$ cat config.mk
export PLATFORM = sky130hd
export DESIGN_NAME = pl_intr_axil_slave_flat
export DESIGN_NICKNAME = d
export VERILOG_FILES = /design/src/rtl/pl_intr_axil_slave_if.sv /design/src/rtl/pl_intr_axil_slave.sv /design/src/flat_wrapper.sv
export SDC_FILE = /design/constraint.sdc
export NUM_CORES = 1
export LEC_CHECK = 0
export ABC_AREA = 1
export CORE_MARGIN = 1
export CORE_UTILIZATION = 33
export CTS_CLUSTER_DIAMETER = 30
export DETAILED_ROUTE_END_ITERATION = 16
export PLACE_DENSITY = 0.93
export SYNTH_ARGS = -nofsm -noshare
export SYNTH_HDL_FRONTEND = slang
export SYNTH_SLANG_ARGS = --single-unit
$ cat constraint.sdc
create_clock -name ACLK -period 3.23 [get_ports ACLK]
set_input_delay 0.4845 -clock ACLK [delete_from_list [all_inputs] [get_ports ACLK]]
set_output_delay 0.4845 -clock ACLK [all_outputs]
set_load 0.02 [all_outputs]
$ cat src/rtl/pl_intr_axil_slave_if.sv
// ---------------------------------------------------------------------------
// pl_intr_axil_slave_if
//   AXI4-Lite bus bundle between the PS interconnect (master) and the PL
//   interrupt controller (slave).
//
// Parameters:
//   C_S_AXI_ADDR_WIDTH  byte-address width of AW/AR
//   C_S_AXI_DATA_WIDTH  data width of W/R (only 32 is used)
//
// Signals (master view):
//   AW: S_AXI_AWADDR, S_AXI_AWVALID -> / <- S_AXI_AWREADY
//   W : S_AXI_WDATA, S_AXI_WSTRB, S_AXI_WVALID -> / <- S_AXI_WREADY
//   B : <- S_AXI_BRESP, S_AXI_BVALID / S_AXI_BREADY ->
//   AR: S_AXI_ARADDR, S_AXI_ARVALID -> / <- S_AXI_ARREADY
//   R : <- S_AXI_RDATA, S_AXI_RRESP, S_AXI_RVALID / S_AXI_RREADY ->
// ---------------------------------------------------------------------------
interface pl_intr_axil_slave_if #(
    parameter int C_S_AXI_ADDR_WIDTH = 5,
    parameter int C_S_AXI_DATA_WIDTH = 32
);
    logic [C_S_AXI_ADDR_WIDTH-1:0]     S_AXI_AWADDR;
    logic                              S_AXI_AWVALID;
    logic                              S_AXI_AWREADY;
    logic [C_S_AXI_DATA_WIDTH-1:0]     S_AXI_WDATA;
    logic [C_S_AXI_DATA_WIDTH/8-1:0]   S_AXI_WSTRB;
    logic                              S_AXI_WVALID;
    logic                              S_AXI_WREADY;
    logic [1:0]                        S_AXI_BRESP;
    logic                              S_AXI_BVALID;
    logic                              S_AXI_BREADY;
    logic [C_S_AXI_ADDR_WIDTH-1:0]     S_AXI_ARADDR;
    logic                              S_AXI_ARVALID;
    logic                              S_AXI_ARREADY;
    logic [C_S_AXI_DATA_WIDTH-1:0]     S_AXI_RDATA;
    logic [1:0]                        S_AXI_RRESP;
    logic                              S_AXI_RVALID;
    logic                              S_AXI_RREADY;

    modport master (
        output S_AXI_AWADDR, S_AXI_AWVALID, input  S_AXI_AWREADY,
        output S_AXI_WDATA, S_AXI_WSTRB, S_AXI_WVALID, input S_AXI_WREADY,
        input  S_AXI_BRESP, S_AXI_BVALID, output S_AXI_BREADY,
        output S_AXI_ARADDR, S_AXI_ARVALID, input  S_AXI_ARREADY,
        input  S_AXI_RDATA, S_AXI_RRESP, S_AXI_RVALID, output S_AXI_RREADY
    );

    modport slave (
        input  S_AXI_AWADDR, S_AXI_AWVALID, output S_AXI_AWREADY,
        input  S_AXI_WDATA, S_AXI_WSTRB, S_AXI_WVALID, output S_AXI_WREADY,
        output S_AXI_BRESP, S_AXI_BVALID, input  S_AXI_BREADY,
        input  S_AXI_ARADDR, S_AXI_ARVALID, output S_AXI_ARREADY,
        output S_AXI_RDATA, S_AXI_RRESP, S_AXI_RVALID, input  S_AXI_RREADY
    );
endinterface

$ cat src/rtl/pl_intr_axil_slave.sv
// ---------------------------------------------------------------------------
// pl_intr_axil_slave
//   AXI4-Lite interrupt controller: collects C_NUM_OF_INTR PL interrupt
//   sources into ISR and drives one registered irq line to the PS.
//
//   Register map (word offset = ADDR[4:2]):
//     0x00 GIE  bit0 RW          0x04 IER  RW
//     0x08 ISR  RO               0x0C IAR  WO, write-1-to-clear ISR
//     0x10 IPR  RO = ISR & IER   0x14 ITR  WO software trigger (optional)
//     0x18/0x1C read 0, writes ignored
//
//   Optional feature: define PL_INTR_SWTRIG_EN to enable the ITR software
//   trigger at 0x14. Without it 0x14 behaves like an unused address.
//
// Ports:
//   ACLK     clock
//   ARESET   asynchronous active-high reset
//   s_axi    AXI4-Lite slave bundle (pl_intr_axil_slave_if.slave)
//   intr_in  raw interrupt sources, synchronous to ACLK
//   irq      interrupt to PS, polarity C_IRQ_ACTIVE_STATE
// ---------------------------------------------------------------------------
module pl_intr_axil_slave #(
    parameter int          C_S_AXI_DATA_WIDTH  = 32,
    parameter int          C_S_AXI_ADDR_WIDTH  = 5,
    parameter int          C_NUM_OF_INTR       = 1,
    parameter logic [31:0] C_INTR_SENSITIVITY  = 32'hFFFF_FFFF,
    parameter logic [31:0] C_INTR_ACTIVE_STATE = 32'hFFFF_FFFF,
    parameter bit          C_IRQ_ACTIVE_STATE  = 1'b1
) (
    input  logic                     ACLK,
    input  logic                     ARESET,
    pl_intr_axil_slave_if.slave      s_axi,
    input  logic [C_NUM_OF_INTR-1:0] intr_in,
    output logic                     irq
);

    localparam int N  = C_NUM_OF_INTR;
    localparam int DW = C_S_AXI_DATA_WIDTH;

    typedef enum logic { W_IDLE, W_RESP } w_state_t;
    typedef enum logic { R_IDLE, R_DATA } r_state_t;

    // -----------------------------------------------------------------------
    // Write channel
    // -----------------------------------------------------------------------
    w_state_t          w_state_q, w_state_d;
    logic              aw_held_q, w_held_q;
    logic [2:0]        aw_word_q;
    logic [DW-1:0]     wdata_q;
    logic [3:0]        wstrb_q;

    logic              aw_hs, w_hs, wr_commit;
    logic [2:0]        wr_word;
    logic [31:0]       wr_data, wr_mask, wr_bits;
    logic [3:0]        wr_strb;

    // NOTE: sequential state uses non-blocking assignments so every flop
    // samples pre-edge values regardless of process ordering.
    always_ff @(posedge ACLK or posedge ARESET) begin
        if (ARESET) w_state_q <= W_IDLE;
        else        w_state_q <= w_state_d;
    end

    always_comb begin
        // NOTE: every combinational output gets a default first, so no path
        // leaves it unassigned and no latch is inferred.
        w_state_d = w_state_q;
        case (w_state_q)
            W_IDLE:  if (wr_commit)          w_state_d = W_RESP;
            W_RESP:  if (s_axi.S_AXI_BREADY) w_state_d = W_IDLE;
            default:                         w_state_d = W_IDLE;
        endcase
    end

    // Readies are held low while ARESET is asserted so the bus sees a quiet
    // slave during reset even though the state already sits in IDLE.
    always_comb begin
        s_axi.S_AXI_AWREADY = 1'b0;
        s_axi.S_AXI_WREADY  = 1'b0;
        s_axi.S_AXI_BVALID  = 1'b0;
        case (w_state_q)
            W_IDLE: begin
                s_axi.S_AXI_AWREADY = !aw_held_q && !ARESET;
                s_axi.S_AXI_WREADY  = !w_held_q  && !ARESET;
            end
            W_RESP:  s_axi.S_AXI_BVALID = 1'b1;
            default: ;
        endcase
    end

    assign s_axi.S_AXI_BRESP = 2'b00;

    assign aw_hs = s_axi.S_AXI_AWVALID && s_axi.S_AXI_AWREADY;
    assign w_hs  = s_axi.S_AXI_WVALID  && s_axi.S_AXI_WREADY;

    // Use the held copy if that half arrived earlier, else the live bus.
    assign wr_word   = aw_held_q ? aw_word_q : s_axi.S_AXI_AWADDR[4:2];
    assign wr_data   = w_held_q  ? wdata_q   : s_axi.S_AXI_WDATA;
    assign wr_strb   = w_held_q  ? wstrb_q   : s_axi.S_AXI_WSTRB;
    assign wr_commit = (w_state_q == W_IDLE) && (aw_held_q || aw_hs) && (w_held_q || w_hs);
    assign wr_mask   = {{8{wr_strb[3]}}, {8{wr_strb[2]}}, {8{wr_strb[1]}}, {8{wr_strb[0]}}};
    assign wr_bits   = wr_data & wr_mask;

    // NOTE: the holding registers are reset along with everything else;
    // they are few and a defined value avoids X on the first write.
    always_ff @(posedge ACLK or posedge ARESET) begin
        if (ARESET) begin
            aw_held_q <= 1'b0;
            w_held_q  <= 1'b0;
            aw_word_q <= '0;
            wdata_q   <= '0;
            wstrb_q   <= '0;
        end else begin
            aw_held_q <= !wr_commit && (aw_held_q || aw_hs);
            w_held_q  <= !wr_commit && (w_held_q  || w_hs);
            if (aw_hs) aw_word_q <= s_axi.S_AXI_AWADDR[4:2];
            if (w_hs) begin
                wdata_q <= s_axi.S_AXI_WDATA;
                wstrb_q <= s_axi.S_AXI_WSTRB;
            end
        end
    end

    // -----------------------------------------------------------------------
    // Interrupt registers
    // -----------------------------------------------------------------------
    logic          gie_q, gie_d;
    logic [N-1:0]  ier_q, ier_d;
    logic [N-1:0]  isr_q, isr_d;
    logic [N-1:0]  hist_q;
    logic          irq_q, irq_d;
    logic [N-1:0]  hw_evt, ack;
`ifdef PL_INTR_SWTRIG_EN
    logic [N-1:0]  sw_evt;
`endif

    // Edge sources compare against last cycle's input; level sources fire
    // every cycle the input sits at its active level.
    always_comb begin
        hw_evt = '0;
        for (int i = 0; i < N; i++) begin
            if (C_INTR_SENSITIVITY[i])
                hw_evt[i] = (intr_in[i] == C_INTR_ACTIVE_STATE[i]) &&
                            (hist_q[i]  != C_INTR_ACTIVE_STATE[i]);
            else
                hw_evt[i] = (intr_in[i] == C_INTR_ACTIVE_STATE[i]);
        end
    end

    always_comb begin
        gie_d = gie_q;
        ier_d = ier_q;
        ack   = '0;
`ifdef PL_INTR_SWTRIG_EN
        sw_evt = '0;
`endif
        if (wr_commit) begin
            case (wr_word)
                3'd0: if (wr_strb[0]) gie_d = wr_data[0];
                3'd1: ier_d = (ier_q & ~wr_mask[N-1:0]) | wr_bits[N-1:0];
                3'd3: ack   = wr_bits[N-1:0];
`ifdef PL_INTR_SWTRIG_EN
                3'd5: sw_evt = wr_bits[N-1:0];
`endif
                default: ;
            endcase
        end
        // A new event wins over a same-cycle acknowledge.
`ifdef PL_INTR_SWTRIG_EN
        isr_d = hw_evt | sw_evt | (isr_q & ~ack);
`else
        isr_d = hw_evt | (isr_q & ~ack);
`endif
        irq_d = gie_q && |(isr_q & ier_q);
    end

    always_ff @(posedge ACLK or posedge ARESET) begin
        if (ARESET) begin
            gie_q  <= 1'b0;
            ier_q  <= '0;
            isr_q  <= '0;
            hist_q <= ~C_INTR_ACTIVE_STATE[N-1:0];
            irq_q  <= 1'b0;
        end else begin
            gie_q  <= gie_d;
            ier_q  <= ier_d;
            isr_q  <= isr_d;
            hist_q <= intr_in;
            irq_q  <= irq_d;
        end
    end

    assign irq = irq_q ? C_IRQ_ACTIVE_STATE : ~C_IRQ_ACTIVE_STATE;

    // -----------------------------------------------------------------------
    // Read channel
    // -----------------------------------------------------------------------
    r_state_t      r_state_q, r_state_d;
    logic [31:0]   rdata_q, rd_mux;
    logic          ar_hs;

    always_ff @(posedge ACLK or posedge ARESET) begin
        if (ARESET) r_state_q <= R_IDLE;
        else        r_state_q <= r_state_d;
    end

    always_comb begin
        r_state_d = r_state_q;
        case (r_state_q)
            R_IDLE:  if (ar_hs)              r_state_d = R_DATA;
            R_DATA:  if (s_axi.S_AXI_RREADY) r_state_d = R_IDLE;
            default:                         r_state_d = R_IDLE;
        endcase
    end

    always_comb begin
        s_axi.S_AXI_ARREADY = 1'b0;
        s_axi.S_AXI_RVALID  = 1'b0;
        case (r_state_q)
            R_IDLE:  s_axi.S_AXI_ARREADY = !ARESET;
            R_DATA:  s_axi.S_AXI_RVALID  = 1'b1;
            default: ;
        endcase
    end

    assign ar_hs             = s_axi.S_AXI_ARVALID && s_axi.S_AXI_ARREADY;
    assign s_axi.S_AXI_RDATA = rdata_q;
    assign s_axi.S_AXI_RRESP = 2'b00;

    // IAR, ITR and the unused offsets all read back as zero.
    always_comb begin
        rd_mux = '0;
        case (s_axi.S_AXI_ARADDR[4:2])
            3'd0:    rd_mux = {31'd0, gie_q};
            3'd1:    rd_mux = 32'(ier_q);
            3'd2:    rd_mux = 32'(isr_q);
            3'd4:    rd_mux = 32'(isr_q & ier_q);
            default: rd_mux = '0;
        endcase
    end

    always_ff @(posedge ACLK or posedge ARESET) begin
        if (ARESET)     rdata_q <= '0;
        else if (ar_hs) rdata_q <= rd_mux;
    end

    // Byte-lane address bits and mask bits above N carry no information.
    logic unused_bits;
    assign unused_bits = ^{s_axi.S_AXI_AWADDR[1:0], s_axi.S_AXI_ARADDR[1:0], wr_mask, wr_bits};

endmodule

$ cat src/flat_wrapper.sv
// flat-port wrapper written by rule: the top's interface ports become plain ports
module pl_intr_axil_slave_flat 
#(
    parameter int          C_S_AXI_DATA_WIDTH  = 32,
    parameter int          C_S_AXI_ADDR_WIDTH  = 5,
    parameter int          C_NUM_OF_INTR       = 1,
    parameter logic [31:0] C_INTR_SENSITIVITY  = 32'hFFFF_FFFF,
    parameter logic [31:0] C_INTR_ACTIVE_STATE = 32'hFFFF_FFFF,
    parameter bit          C_IRQ_ACTIVE_STATE  = 1'b1
)
  (ACLK, ARESET, intr_in, irq, s_axi_S_AXI_AWADDR, s_axi_S_AXI_AWVALID, s_axi_S_AXI_AWREADY, s_axi_S_AXI_WDATA, s_axi_S_AXI_WSTRB, s_axi_S_AXI_WVALID, s_axi_S_AXI_WREADY, s_axi_S_AXI_BRESP, s_axi_S_AXI_BVALID, s_axi_S_AXI_BREADY, s_axi_S_AXI_ARADDR, s_axi_S_AXI_ARVALID, s_axi_S_AXI_ARREADY, s_axi_S_AXI_RDATA, s_axi_S_AXI_RRESP, s_axi_S_AXI_RVALID, s_axi_S_AXI_RREADY);
  pl_intr_axil_slave_if #(.C_S_AXI_ADDR_WIDTH(C_S_AXI_ADDR_WIDTH), .C_S_AXI_DATA_WIDTH(C_S_AXI_DATA_WIDTH)) s_axi_i ();
  input  logic ACLK;
  input  logic ARESET;
  input  logic [C_NUM_OF_INTR-1:0] intr_in;
  output logic irq;
  input wire logic [$bits(s_axi_i.S_AXI_AWADDR)-1:0] s_axi_S_AXI_AWADDR;
  input wire logic [$bits(s_axi_i.S_AXI_AWVALID)-1:0] s_axi_S_AXI_AWVALID;
  output wire logic [$bits(s_axi_i.S_AXI_AWREADY)-1:0] s_axi_S_AXI_AWREADY;
  input wire logic [$bits(s_axi_i.S_AXI_WDATA)-1:0] s_axi_S_AXI_WDATA;
  input wire logic [$bits(s_axi_i.S_AXI_WSTRB)-1:0] s_axi_S_AXI_WSTRB;
  input wire logic [$bits(s_axi_i.S_AXI_WVALID)-1:0] s_axi_S_AXI_WVALID;
  output wire logic [$bits(s_axi_i.S_AXI_WREADY)-1:0] s_axi_S_AXI_WREADY;
  output wire logic [$bits(s_axi_i.S_AXI_BRESP)-1:0] s_axi_S_AXI_BRESP;
  output wire logic [$bits(s_axi_i.S_AXI_BVALID)-1:0] s_axi_S_AXI_BVALID;
  input wire logic [$bits(s_axi_i.S_AXI_BREADY)-1:0] s_axi_S_AXI_BREADY;
  input wire logic [$bits(s_axi_i.S_AXI_ARADDR)-1:0] s_axi_S_AXI_ARADDR;
  input wire logic [$bits(s_axi_i.S_AXI_ARVALID)-1:0] s_axi_S_AXI_ARVALID;
  output wire logic [$bits(s_axi_i.S_AXI_ARREADY)-1:0] s_axi_S_AXI_ARREADY;
  output wire logic [$bits(s_axi_i.S_AXI_RDATA)-1:0] s_axi_S_AXI_RDATA;
  output wire logic [$bits(s_axi_i.S_AXI_RRESP)-1:0] s_axi_S_AXI_RRESP;
  output wire logic [$bits(s_axi_i.S_AXI_RVALID)-1:0] s_axi_S_AXI_RVALID;
  input wire logic [$bits(s_axi_i.S_AXI_RREADY)-1:0] s_axi_S_AXI_RREADY;
  assign s_axi_i.S_AXI_AWADDR = s_axi_S_AXI_AWADDR;
  assign s_axi_i.S_AXI_AWVALID = s_axi_S_AXI_AWVALID;
  assign s_axi_S_AXI_AWREADY = s_axi_i.S_AXI_AWREADY;
  assign s_axi_i.S_AXI_WDATA = s_axi_S_AXI_WDATA;
  assign s_axi_i.S_AXI_WSTRB = s_axi_S_AXI_WSTRB;
  assign s_axi_i.S_AXI_WVALID = s_axi_S_AXI_WVALID;
  assign s_axi_S_AXI_WREADY = s_axi_i.S_AXI_WREADY;
  assign s_axi_S_AXI_BRESP = s_axi_i.S_AXI_BRESP;
  assign s_axi_S_AXI_BVALID = s_axi_i.S_AXI_BVALID;
  assign s_axi_i.S_AXI_BREADY = s_axi_S_AXI_BREADY;
  assign s_axi_i.S_AXI_ARADDR = s_axi_S_AXI_ARADDR;
  assign s_axi_i.S_AXI_ARVALID = s_axi_S_AXI_ARVALID;
  assign s_axi_S_AXI_ARREADY = s_axi_i.S_AXI_ARREADY;
  assign s_axi_S_AXI_RDATA = s_axi_i.S_AXI_RDATA;
  assign s_axi_S_AXI_RRESP = s_axi_i.S_AXI_RRESP;
  assign s_axi_S_AXI_RVALID = s_axi_i.S_AXI_RVALID;
  assign s_axi_i.S_AXI_RREADY = s_axi_S_AXI_RREADY;
  pl_intr_axil_slave #(.C_S_AXI_DATA_WIDTH(C_S_AXI_DATA_WIDTH), .C_S_AXI_ADDR_WIDTH(C_S_AXI_ADDR_WIDTH), .C_NUM_OF_INTR(C_NUM_OF_INTR), .C_INTR_SENSITIVITY(C_INTR_SENSITIVITY), .C_INTR_ACTIVE_STATE(C_INTR_ACTIVE_STATE), .C_IRQ_ACTIVE_STATE(C_IRQ_ACTIVE_STATE)) u_core (.ACLK(ACLK), .ARESET(ARESET), .s_axi(s_axi_i), .intr_in(intr_in), .irq(irq));
endmodule
# --- Word level (Yosys, flattened, before mapping) ---
# Index checks and enable logic that the tools add are counted.
word_totals:
  output_inout_bits: 42
  in_bits: 54
  elab_cells: 69
  ff_bits: 46
classes:
  reduce_logical: 21
  mux: 18
  bitwise_logic: 12
  n_eq_ne: 5
ops:
  columns: ["op", "n"]
  rows:
  - ["32-bit case mux with 4 select lines", 1]
  - ["1-bit 2-to-1 mux", 14]
  - ["1-bit logical AND", 11]
  - ["3-bit by 1-bit == test with 1-bit output, second input constant", 2]
  - ["3-bit by 2-bit == test with 1-bit output, second input constant", 2]
  - ["3-bit zero test", 2]
  - ["1-bit bitwise AND", 5]
  - ["1-bit inverter", 5]
  - ["1-bit zero test", 4]
  - ["1-bit case mux with 2 select lines", 2]
  - ["3-bit == test, second input constant", 1]
  - ["3-bit 2-to-1 mux", 1]
  - ["3-bit AND reduction", 1]
  - ["1-bit logical OR", 2]
  - ["1-bit OR", 2]
  - ["2-bit AND reduction", 1]

# --- Longest topological paths before layout ---
logic_depth:
  ltp_word: 11
  depth_mapped: 9

# --- Least setup slack after synthesis ---
# No wires, ideal clock.
synth_timing:
  path_type: "register to output"
  from: "reg u_core.aw_held_q"
  to: "out s_axi_S_AXI_AWREADY"
  path_slack_ns: 1.751
  path_stages_with_launch: 3
  required_ns: 2.745
  arrival_time_ns: 0.994
  path_cell_list: "dfrtp_1 > buf_6 > nor3_1"
synth_between:
  elab_chain_len: 3
synth_lines:
  columns: ["item", "line", "source"]
  rows:
  - ["start, declared", "pl_intr_axil_slave.sv:47", "logic aw_held_q, w_held_q;"]
  - ["start signal, assigned", "pl_intr_axil_slave.sv:114", "aw_held_q <= !wr_commit && (aw_held_q || aw_hs);"]
  - ["1-bit zero test", "pl_intr_axil_slave.sv:83", "s_axi.S_AXI_AWREADY = !aw_held_q && !ARESET;"]
  - ["1-bit logical AND", "pl_intr_axil_slave.sv:83", null]
  - ["1-bit 2-to-1 mux", "pl_intr_axil_slave.sv:81", "case (w_state_q)"]
  - ["end, declared", "flat_wrapper.sv:19", "output wire logic [$bits(s_axi_i.S_AXI_AWREADY)-1:0] s_axi_S_AXI_AWREADY;"]
# Every way passes these cells.

# --- Worst setup path in the final report ---
layout_timing:
  from: "in ARESET"
  to: "out s_axi_S_AXI_WREADY"
layout_between:
  elab_chain_len: 3
layout_lines:
  columns: ["item", "line", "source"]
  rows:
  - ["start, declared", "flat_wrapper.sv:14", "input logic ARESET;"]
  - ["1-bit zero test", "pl_intr_axil_slave.sv:84", "s_axi.S_AXI_WREADY = !w_held_q && !ARESET;"]
  - ["1-bit logical AND", "pl_intr_axil_slave.sv:84", null]
  - ["1-bit 2-to-1 mux", "pl_intr_axil_slave.sv:81", null]
  - ["end, declared", "flat_wrapper.sv:23", "output wire logic [$bits(s_axi_i.S_AXI_WREADY)-1:0] s_axi_S_AXI_WREADY;"]
# Every way passes these cells.

==> impl_metrics.env <==
export IMPL_status="complete, no violations"
export IMPL_critical_path_required_ns=2.75
export IMPL_synth_area_leaders="dfrtp_1 35%, buf_4 25%, nand2_1 11%, inv_1 5.6%, o21ai_1 3.3%"
export IMPL_drv_slew=0
export IMPL_final_cell_count_no_fill=207
export IMPL_path_cells="clkdlybuf4s50_1 > nor3_1 > clkdlybuf4s50_1"
export IMPL_clockRootBuffer="clkbuf_4"
export IMPL_multiInputGateArea_um2=470
export IMPL_area_growth_pct=14.7
export IMPL_holdPathStages=3
export IMPL_cts_hold_buf=0
export IMPL_worstPathArrival_ns=1.93
export IMPL_r2r_cells=8
export IMPL_grt_max_degree=16
export IMPL_critPathLaunch="ARESET"
export IMPL_hp_class="flip-flop to flip-flop"
export IMPL_core_um2=3050
export IMPL_cts_setup_buffers=0
export IMPL_rows=20
export IMPL_synthSimpleGateAreaFrac=0.249
export IMPL_dpl_cell_area_um2=1190
export IMPL_fillers=302
export IMPL_ys_seq_elements=15
export IMPL_drive_gt1_frac=0.0736
export IMPL_critPathLaunchType="primary input"
export IMPL_period_needed_ns=2.42
export IMPL_slowest_stage="clkdlybuf4s50_1"
export IMPL_crit_cells=3
export IMPL_synth_top_family_by_area="buffers and inverters"
export IMPL_synth_cell_types=22
export IMPL_clk_insertion_delay_late_ns=0.28
export IMPL_overflow=0
export IMPL_setup_violations=0
export IMPL_via_per_inst=3.82
export IMPL_yosys_area_share_adder=0
export IMPL_p_leak_nw=0.642
export IMPL_rsz0062_at_grt="false"
export IMPL_groute_usage_overall=0.104
export IMPL_die_w_um=58.8
export IMPL_clock_path_buffers=2
export IMPL_die_h_um=58.8
export IMPL_grt_pass1_vias=689
export IMPL_drtPass1Iterations=5
export IMPL_final_util=0.400
export IMPL_num_vias=790
export IMPL_synth_top_cell_by_area="dfrtp_1"
export IMPL_cpLargestDelayFamily="buffers and inverters"
export IMPL_wire_per_inst_um=8.13
export IMPL_clk_pin_slew_ns=0.09
export IMPL_yosys_warnings=0
export IMPL_maxSlewHeadroom=0.621
export IMPL_grt_antenna_before_repair=0
export IMPL_cp_endpoint="s_axi_S_AXI_WREADY"
export IMPL_ios=96
export IMPL_syn_avg_cell_area_um2=7.65
export IMPL_cts_inserted_buffers=3
export IMPL_crit_top_cell="clkdlybuf4s50_1"
export IMPL_layout_setup_ws_ns=0.812
export IMPL_start_util=0.348
export IMPL_cts_tree="built"
export IMPL_ir_drop_mv=0.209
export IMPL_drt_iter0_drc=17
export IMPL_regMostFlops="u_core.aw_word_q"
export IMPL_synth_compound_area_frac=0.0694
export IMPL_clock_sinks=15
export IMPL_fin_skew_ns=0.00295
export IMPL_final_area_um2=1220
export IMPL_wirelength_um=1680
export IMPL_cts_resized=0
export IMPL_synth_top_area_frac=0.353
export IMPL_grt_pass1_wl_um=2670
export IMPL_hpwl_um=1380
export IMPL_finalHoldViolCount=0
export IMPL_antenna_left=0
export IMPL_place_inst=203
export IMPL_critPathBufInv=2
export IMPL_ff_latch_area_um2=375
export IMPL_seq_area_frac_synth=0.353
export IMPL_cp_end_kind="primary output"
export IMPL_dpl_worst_slack_ns=0.803
export IMPL_power_density_nw_per_um2=615
export IMPL_r2r_end="u_core.isr_q$_DFF_PP0_"
export IMPL_worstSetupPathType="primary input to primary output"
export IMPL_diodes=0
export IMPL_synth_xor_xnor_area_share=0
export IMPL_htree_levels=1
export IMPL_numPortBuffers=22
export IMPL_period_share=0.749
export IMPL_fmax_mhz=414
export IMPL_place_congestion=0.810
export IMPL_crit_fanout=7
export IMPL_setup_tns_ns=0
export IMPL_worstMarginPinSlew_ns=0.568
export IMPL_nets=218
export IMPL_synth_area_um2=1060
export IMPL_r2r_start="u_core.aw_held_q$_DFF_PP0_"
export IMPL_drc=0
export IMPL_cap_violations=0
export IMPL_critPathMaxStageDelay_ns=0.63
export IMPL_postSynthCellCount=139
export IMPL_die_area_um2=3450
export IMPL_muxShareOfSynthArea=0
export IMPL_rrSetupSlack_ns=1.90
export IMPL_largest_reg_flops=3
[power by group]
| part | total [W] | leakage, nW | switching, W | internal (W) |
|---|---|---|---|---|
| Combinational | 0.000344 | 0.438 | 0.000216 | 0.000128 |
| Sequential | 0.000299 | 0.186 | 0.0000514 | 0.000248 |
| Clock | 0.000107 | 0.0177 | 0.0000615 | 0.0000460 |
| Total | 0.000751 | 0.642 | 0.000329 | 0.000422 |
[metal layers]
layer | GRT usage | part of all wire | up-vias
li1 | - | - | 404
met1 | 0.109 | 0.40 | 347
met2 | 0.183 | 0.52 | 35
met3 | 0.0286 | 0.061 | 4
met4 | 0.0612 | 0.015 | 0
met5 | 0 | 0 | -
[how the worst min path moves through the flow]
stage / endpoint / slack (ns) / start
4_1_cts: u_core.isr_q$_DFF_PP0_ / 0.49 / u_core.hist_q$_DFF_PP0_
3_3_place_gp: u_core.wdata_q[0]$_DFFE_PP0P_ / 0.46 / u_core.wdata_q[0]$_DFFE_PP0P_
5_1_grt: u_core.wdata_q[0]$_DFFE_PP0P_ / 0.51 / u_core.wdata_q[0]$_DFFE_PP0P_
3_5_place_dp: u_core.wdata_q[0]$_DFFE_PP0P_ / 0.47 / u_core.wdata_q[0]$_DFFE_PP0P_
2_1_floorplan: asynchronous set/reset pin / 0.39 / ARESET
6_report: u_core.isr_q$_DFF_PP0_ / 0.48 / u_core.hist_q$_DFF_PP0_
[cell usage after synthesis, drive strengths merged]
master / count
a21oi: 2
buf: 36
conb: 1
dfrtp: 15
inv: 19
nand2: 34
nand3: 6
nand4: 1
nor2: 10
nor3: 2
nor3b: 1
o21ai: 10
o21bai: 1
o22ai: 1
[final cells by class]
cell class | count | area share
multi-input cells | 103 | 0.386
repair buffers | 22 | 0.181
inverters | 19 | 0.0585
clock buffers | 3 | 0.0185
well taps | 44 | 0.0451
flip-flops and latches | 15 | 0.308
clock inverters | 1 | 0.00410
[kinds of logic (layout without fill, tap and decap cells)]
group                  after synthesis  after routing
buffers and inverters               55             45
AOI/OAI and AO/OA                   14             14
DFF                                 15             15
and+or+nand+nor                     54             54
other                                1             35
[cell usage in the layout, fill, tap and decap left out]
master,netlist,layout
nand2_1,32,32
clkbuf_4,0,3
nand2_4,1,1
nor2_8,1,1
clkinv_2,0,1
dfrtp_1,15,15
a21oi_1,2,2
o21bai_1,1,1
nand3_4,1,1
o21ai_1,7,7
nor3_1,2,2
nand4_1,1,1
o22ai_1,1,1
inv_1,16,16
nand2_2,1,1
nor2_4,1,1
conb_1,1,35
inv_2,3,3
nor3b_1,1,1
clkdlybuf4s50_1,0,22
o21ai_0,3,3
nand3_1,5,5
nor2_1,8,8
[stage by stage]
step	power (W)	hold slack [ns]
after global placement	0.000636	0.463
after global routing	0.000806	0.511
final	0.000751	0.482
after floorplan	0.000597	0.386
after detailed placement	0.000648	0.472
after CTS	0.000754	0.488
[tightest hold or removal path, stage by stage, from the launching register on]
cell and delay [ns]:
dfrtp_1 0.33, inv_1 0.03, nand2_1 0.04, nand2_1 0.04
Power figures use the tool's default switching activity.
==> edit 1: new RTL, same flow settings <==
Put a register stage on the output `irq`. The value now appears one clock later. The other outputs are not delayed to match. Comments in the files are not updated.
--- a/src/rtl/pl_intr_axil_slave.sv
+++ b/src/rtl/pl_intr_axil_slave.sv
@@ -190,7 +190,9 @@
         end
     end
 
-    assign irq = irq_q ? C_IRQ_ACTIVE_STATE : ~C_IRQ_ACTIVE_STATE;
+    always_ff @(posedge ACLK) begin
+        irq <= irq_q ? C_IRQ_ACTIVE_STATE : ~C_IRQ_ACTIVE_STATE;
+    end
 
     // -----------------------------------------------------------------------
     // Read channel
Check against the original RTL: not equivalent (Yosys sat finds a counterexample within 10 cycles, from zero or initial values and one cycle with ARESET high).
==> edit 1 against the unedited design <==
- routed wire length rose by 1.6%
- sequential share of layout area rose by 0.89 points
- highest routed layer unchanged
- design area rose by 2.4%
- sequential power rose by 5%
- power rose by 5.4%
- critical path depth did not move
- utilization rose by 0.61 points
- synthesized cell count rose by 0.72%
- cell count rose by 0.48%
- area after synthesis rose by 1.9%
- setup slack improved by 7.9 ps
- critical path type unchanged
- sequential cell count rose by 1
==> edit 1: results <==
{
  "swShare_pct": 42.2,
  "ir_worst_vdd_uv": 214,
  "hpwl_um": 1420,
  "tns_ps": 0,
  "track_usage_pct": 10.5,
  "cts.htree.levels": 1,
  "gp_congestion": 0.776,
  "largest_reg_flops": 3,
  "critPathArrivalTime_ps": 1930,
  "io_buffer_count": 22,
  "clk_pin_slew_ps": 90,
  "grt_max_degree": 16,
  "yosysUniqueCellTypes": 23,
  "detailedPlace.worstSlack_ps": 809,
  "startpoint_type": "primary input",
  "worst_path_largest_cell_delay_ps": 630,
  "clkLatencyLatePin_ps": 290,
  "yosysSeqAreaShare_pct": 36.5,
  "drive_gt1_share_pct": 7.32,
  "drtIter0Drc": 10,
  "wl_um": 1710,
  "slew_headroom_pct": 62.9,
  "dr.pass1.iters": 4,
  "synth_area_leaders": "dfrtp_1, buf_4, nand2_1",
  "grt_pass1_wl_um": 2690,
  "skew_ps": 3.32,
  "grt_antenna_before_repair": 0,
  "regMostFlops": "u_core.aw_word_q",
  "synthArstFlopShare_pct": 93.8,
  "leakagePower_uw": 0.000653,
  "grt_pass1_vias": 660,
  "ctsRootBufferMaster": "clkbuf_4",
  "num_vias": 798,
  "outcome": "finished clean",
  "nets": 219,
  "final_cells": 208,
  "place_inst": 204,
  "cts_made_buffers": 3,
  "cp_max_fo": 7,
  "synthCells": 140,
  "cpMaxStageDelayCell": "clkdlybuf4s50_1"
}
[edit 1: layout make-up]
type | count | area [µm²]
Fill cell | 313 | 1830
Sequential cell | 16 | 395
Clock buffer | 4 | 36.3
Tap cell | 44 | 55.1
Timing Repair Buffer | 22 | 220
Inverter | 19 | 71.3
Multi-Input combinational cell | 103 | 470
[edit 1: stage by stage]
step	util, %	area (µm²)	hold slack, ps	total power [µW]
3_3_place_gp	39.4	1210	326	648
4_1_cts	40.6	1250	361	798
2_1_floorplan	-	1210	324	610
3_5_place_dp	39.4	1210	338	664
6_report	40.6	1250	357	791
5_1_grt	40.6	1250	363	858
[edit 1: logic make-up (layout without fill, tap and decap cells)]
logic type             Yosys count  in the layout  synth area share [%]
AND/OR/NAND/NOR                 54             54                  24.5
buffers and inverters           55             45                  31.9
flip-flops                      16             16                  36.5
AO/OA/AOI/OAI                   14             14                  6.81
other                            1             35                 0.346
[edit 1: routing by layer]
metal / share of wire [%] / global-route usage (%) / up-vias
met4: 1.8 / 5.10 / 0
met2: 52 / 18.1 / 30
met5: 0 / 0 / -
li1: - / - / 405
met3: 6.1 / 2.84 / 4
met1: 40 / 11.9 / 359
[edit 1: path summary, 6_finish.rpt]
check                                 start            endpoint  slack, ps  cells after the start
max                                  ARESET  s_axi_S_AXI_WREADY        820                      3
min                            u_core.irq_q          u_core.irq        360                      0
max reg2reg                u_core.aw_held_q        u_core.gie_q       1890                      8
min reg2reg                    u_core.irq_q          u_core.irq        360                      0
max in group asynchronous            ARESET        u_core.irq_q       2070                      2
min in group asynchronous            ARESET    u_core.r_state_q        800                      2
[edit 1: power by group through the flow]
stage / clock (µW) / combinational (µW) / sequential [µW]
2_1_floorplan: 0 / 305 / 305
6_report: 134 / 344 / 313
5_1_grt: 143 / 391 / 324
4_1_cts: 137 / 347 / 314
3_5_place_dp: 0 / 345 / 319
3_3_place_gp: 0 / 333 / 315
[edit 1: worst max-delay path, delay by kind of cell]
| kind | cells | cell delay, ps |
|---|---|---|
| buffers and inverters | 2 | 1200 |
| and+or+nand+nor | 1 | 240 |
==> edit 2: new RTL, same flow settings <==
Without the edit above. `C_IRQ_ACTIVE_STATE` is set to 1'b1 in 2 places; all go to 1'b0.
--- a/src/rtl/pl_intr_axil_slave.sv
+++ b/src/rtl/pl_intr_axil_slave.sv
@@ -25,7 +25,7 @@
     parameter int          C_NUM_OF_INTR       = 1,
     parameter logic [31:0] C_INTR_SENSITIVITY  = 32'hFFFF_FFFF,
     parameter logic [31:0] C_INTR_ACTIVE_STATE = 32'hFFFF_FFFF,
-    parameter bit          C_IRQ_ACTIVE_STATE  = 1'b1
+    parameter bit          C_IRQ_ACTIVE_STATE  = 1'b0
 ) (
     input  logic                     ACLK,
     input  logic                     ARESET,
--- a/src/flat_wrapper.sv
+++ b/src/flat_wrapper.sv
@@ -6,7 +6,7 @@
     parameter int          C_NUM_OF_INTR       = 1,
     parameter logic [31:0] C_INTR_SENSITIVITY  = 32'hFFFF_FFFF,
     parameter logic [31:0] C_INTR_ACTIVE_STATE = 32'hFFFF_FFFF,
-    parameter bit          C_IRQ_ACTIVE_STATE  = 1'b1
+    parameter bit          C_IRQ_ACTIVE_STATE  = 1'b0
 )
   (ACLK, ARESET, intr_in, irq, s_axi_S_AXI_AWADDR, s_axi_S_AXI_AWVALID, s_axi_S_AXI_AWREADY, s_axi_S_AXI_WDATA, s_axi_S_AXI_WSTRB, s_axi_S_AXI_WVALID, s_axi_S_AXI_WREADY, s_axi_S_AXI_BRESP, s_axi_S_AXI_BVALID, s_axi_S_AXI_BREADY, s_axi_S_AXI_ARADDR, s_axi_S_AXI_ARVALID, s_axi_S_AXI_ARREADY, s_axi_S_AXI_RDATA, s_axi_S_AXI_RRESP, s_axi_S_AXI_RVALID, s_axi_S_AXI_RREADY);
   pl_intr_axil_slave_if #(.C_S_AXI_ADDR_WIDTH(C_S_AXI_ADDR_WIDTH), .C_S_AXI_DATA_WIDTH(C_S_AXI_DATA_WIDTH)) s_axi_i ();
Function: changed (a bounded check fails within 4 cycles, from zero or initial values and one cycle with ARESET high).
==> edit 2 against the unedited design <==
- the flow now finishes with violations (design-rule violations)
- clock skew down 1.4 ps
- setup slack about the same
- routed wire length down 7.8%
- area after synthesis down 4.5%
- critical path depth up 2
- combinational power down 3%
- global-route usage down 0.66 points
- design area down 3.8%
- sequential cell count unchanged
- power down 0.96%
- first-iteration DRC count up 12%
- non-clock buffer count up 1
- critical endpoint unchanged
==> edit 2: results <==
{
  "reg2reg_from": "u_core.w_state_q",
  "ctsRootBufferMaster": "clkbuf_4",
  "drc": 5,
  "synth_area_leaders": "dfrtp_1, buf_4, nand2_1",
  "r2r-end": "u_core.isr_q",
  "yosysUniqueCellTypes": 19,
  "met3WireLength_um": 123,
  "top_layer": "met4",
  "outcome": "finished with violations",
  "gp_congestion": 0.733,
  "leakagePower_uw": 0.000612,
  "dr.pass1.iters": 10,
  "vias_per_cell": 4.02,
  "grt_pass1_vias": 570,
  "cp_max_fo": 3,
  "yosysSeqAreaShare_pct": 36.9,
  "hpwl_um": 1290,
  "grt_max_degree": 17,
  "grt_pass1_wl_um": 2390,
  "ff2ff_setup_slack_ps": 2000,
  "failed_checks": "design-rule violations",
  "worst_path_largest_cell_delay_ps": 640,
  "whs_ps": 484,
  "cts_made_buffers": 3,
  "drtIter0Drc": 19,
  "largest_reg_flops": 3,
  "wire_per_inst_um": 8.04,
  "nets": 217,
  "dr_wl_met2_um": 761,
  "fillerInstances": 304,
  "drive_gt1_share_pct": 6.17,
  "synthTopCellsByCount": "buf_4, nand2_1, dfrtp_1, inv_1, o21ai_0",
  "track_usage_pct": 9.69,
  "skew_ps": 1.53,
  "ir_worst_vdd_uv": 364
}
[edit 2: cell families after synthesis]
logic type	Yosys count	synth area share, %
other cells	1	0.369
compound gates	17	9.48
flops	15	36.9
simple gates	50	20.7
buf+inv	53	32.5
[edit 2: cell type report]
type	instances	area share (%)
multi-input combinational	102	37.3
inverter	18	5.76
timing repair buffer	23	19.4
clock buffer	4	2.24
tap	31	3.30
sequential	15	32.0
[edit 2: where the power goes]
group	switching [µW]	internal, µW
logic	205	128
registers	51.0	253
clock network	57.5	48.0
[edit 2: through the flow]
stage	total power, µW	std cells	utilization [%]	setup WS (ps)	cell area [µm²]
3_3_place_gp	631	189	40.6	816	1150
5_1_grt	802	193	41.5	760	1170
3_5_place_dp	643	189	40.6	819	1150
6_report	743	193	41.5	813	1170
2_1_floorplan	570	170	-	1590	1140
4_1_cts	750	193	41.5	801	1170
[edit 2: routing by layer]
metal  vias to the layer above  global-route usage, %
met5                         -                      0
met4                         0                   3.14
met3                         2                   4.99
met2                        32                   15.1
met1                       342                   11.6
li1                        400                      -
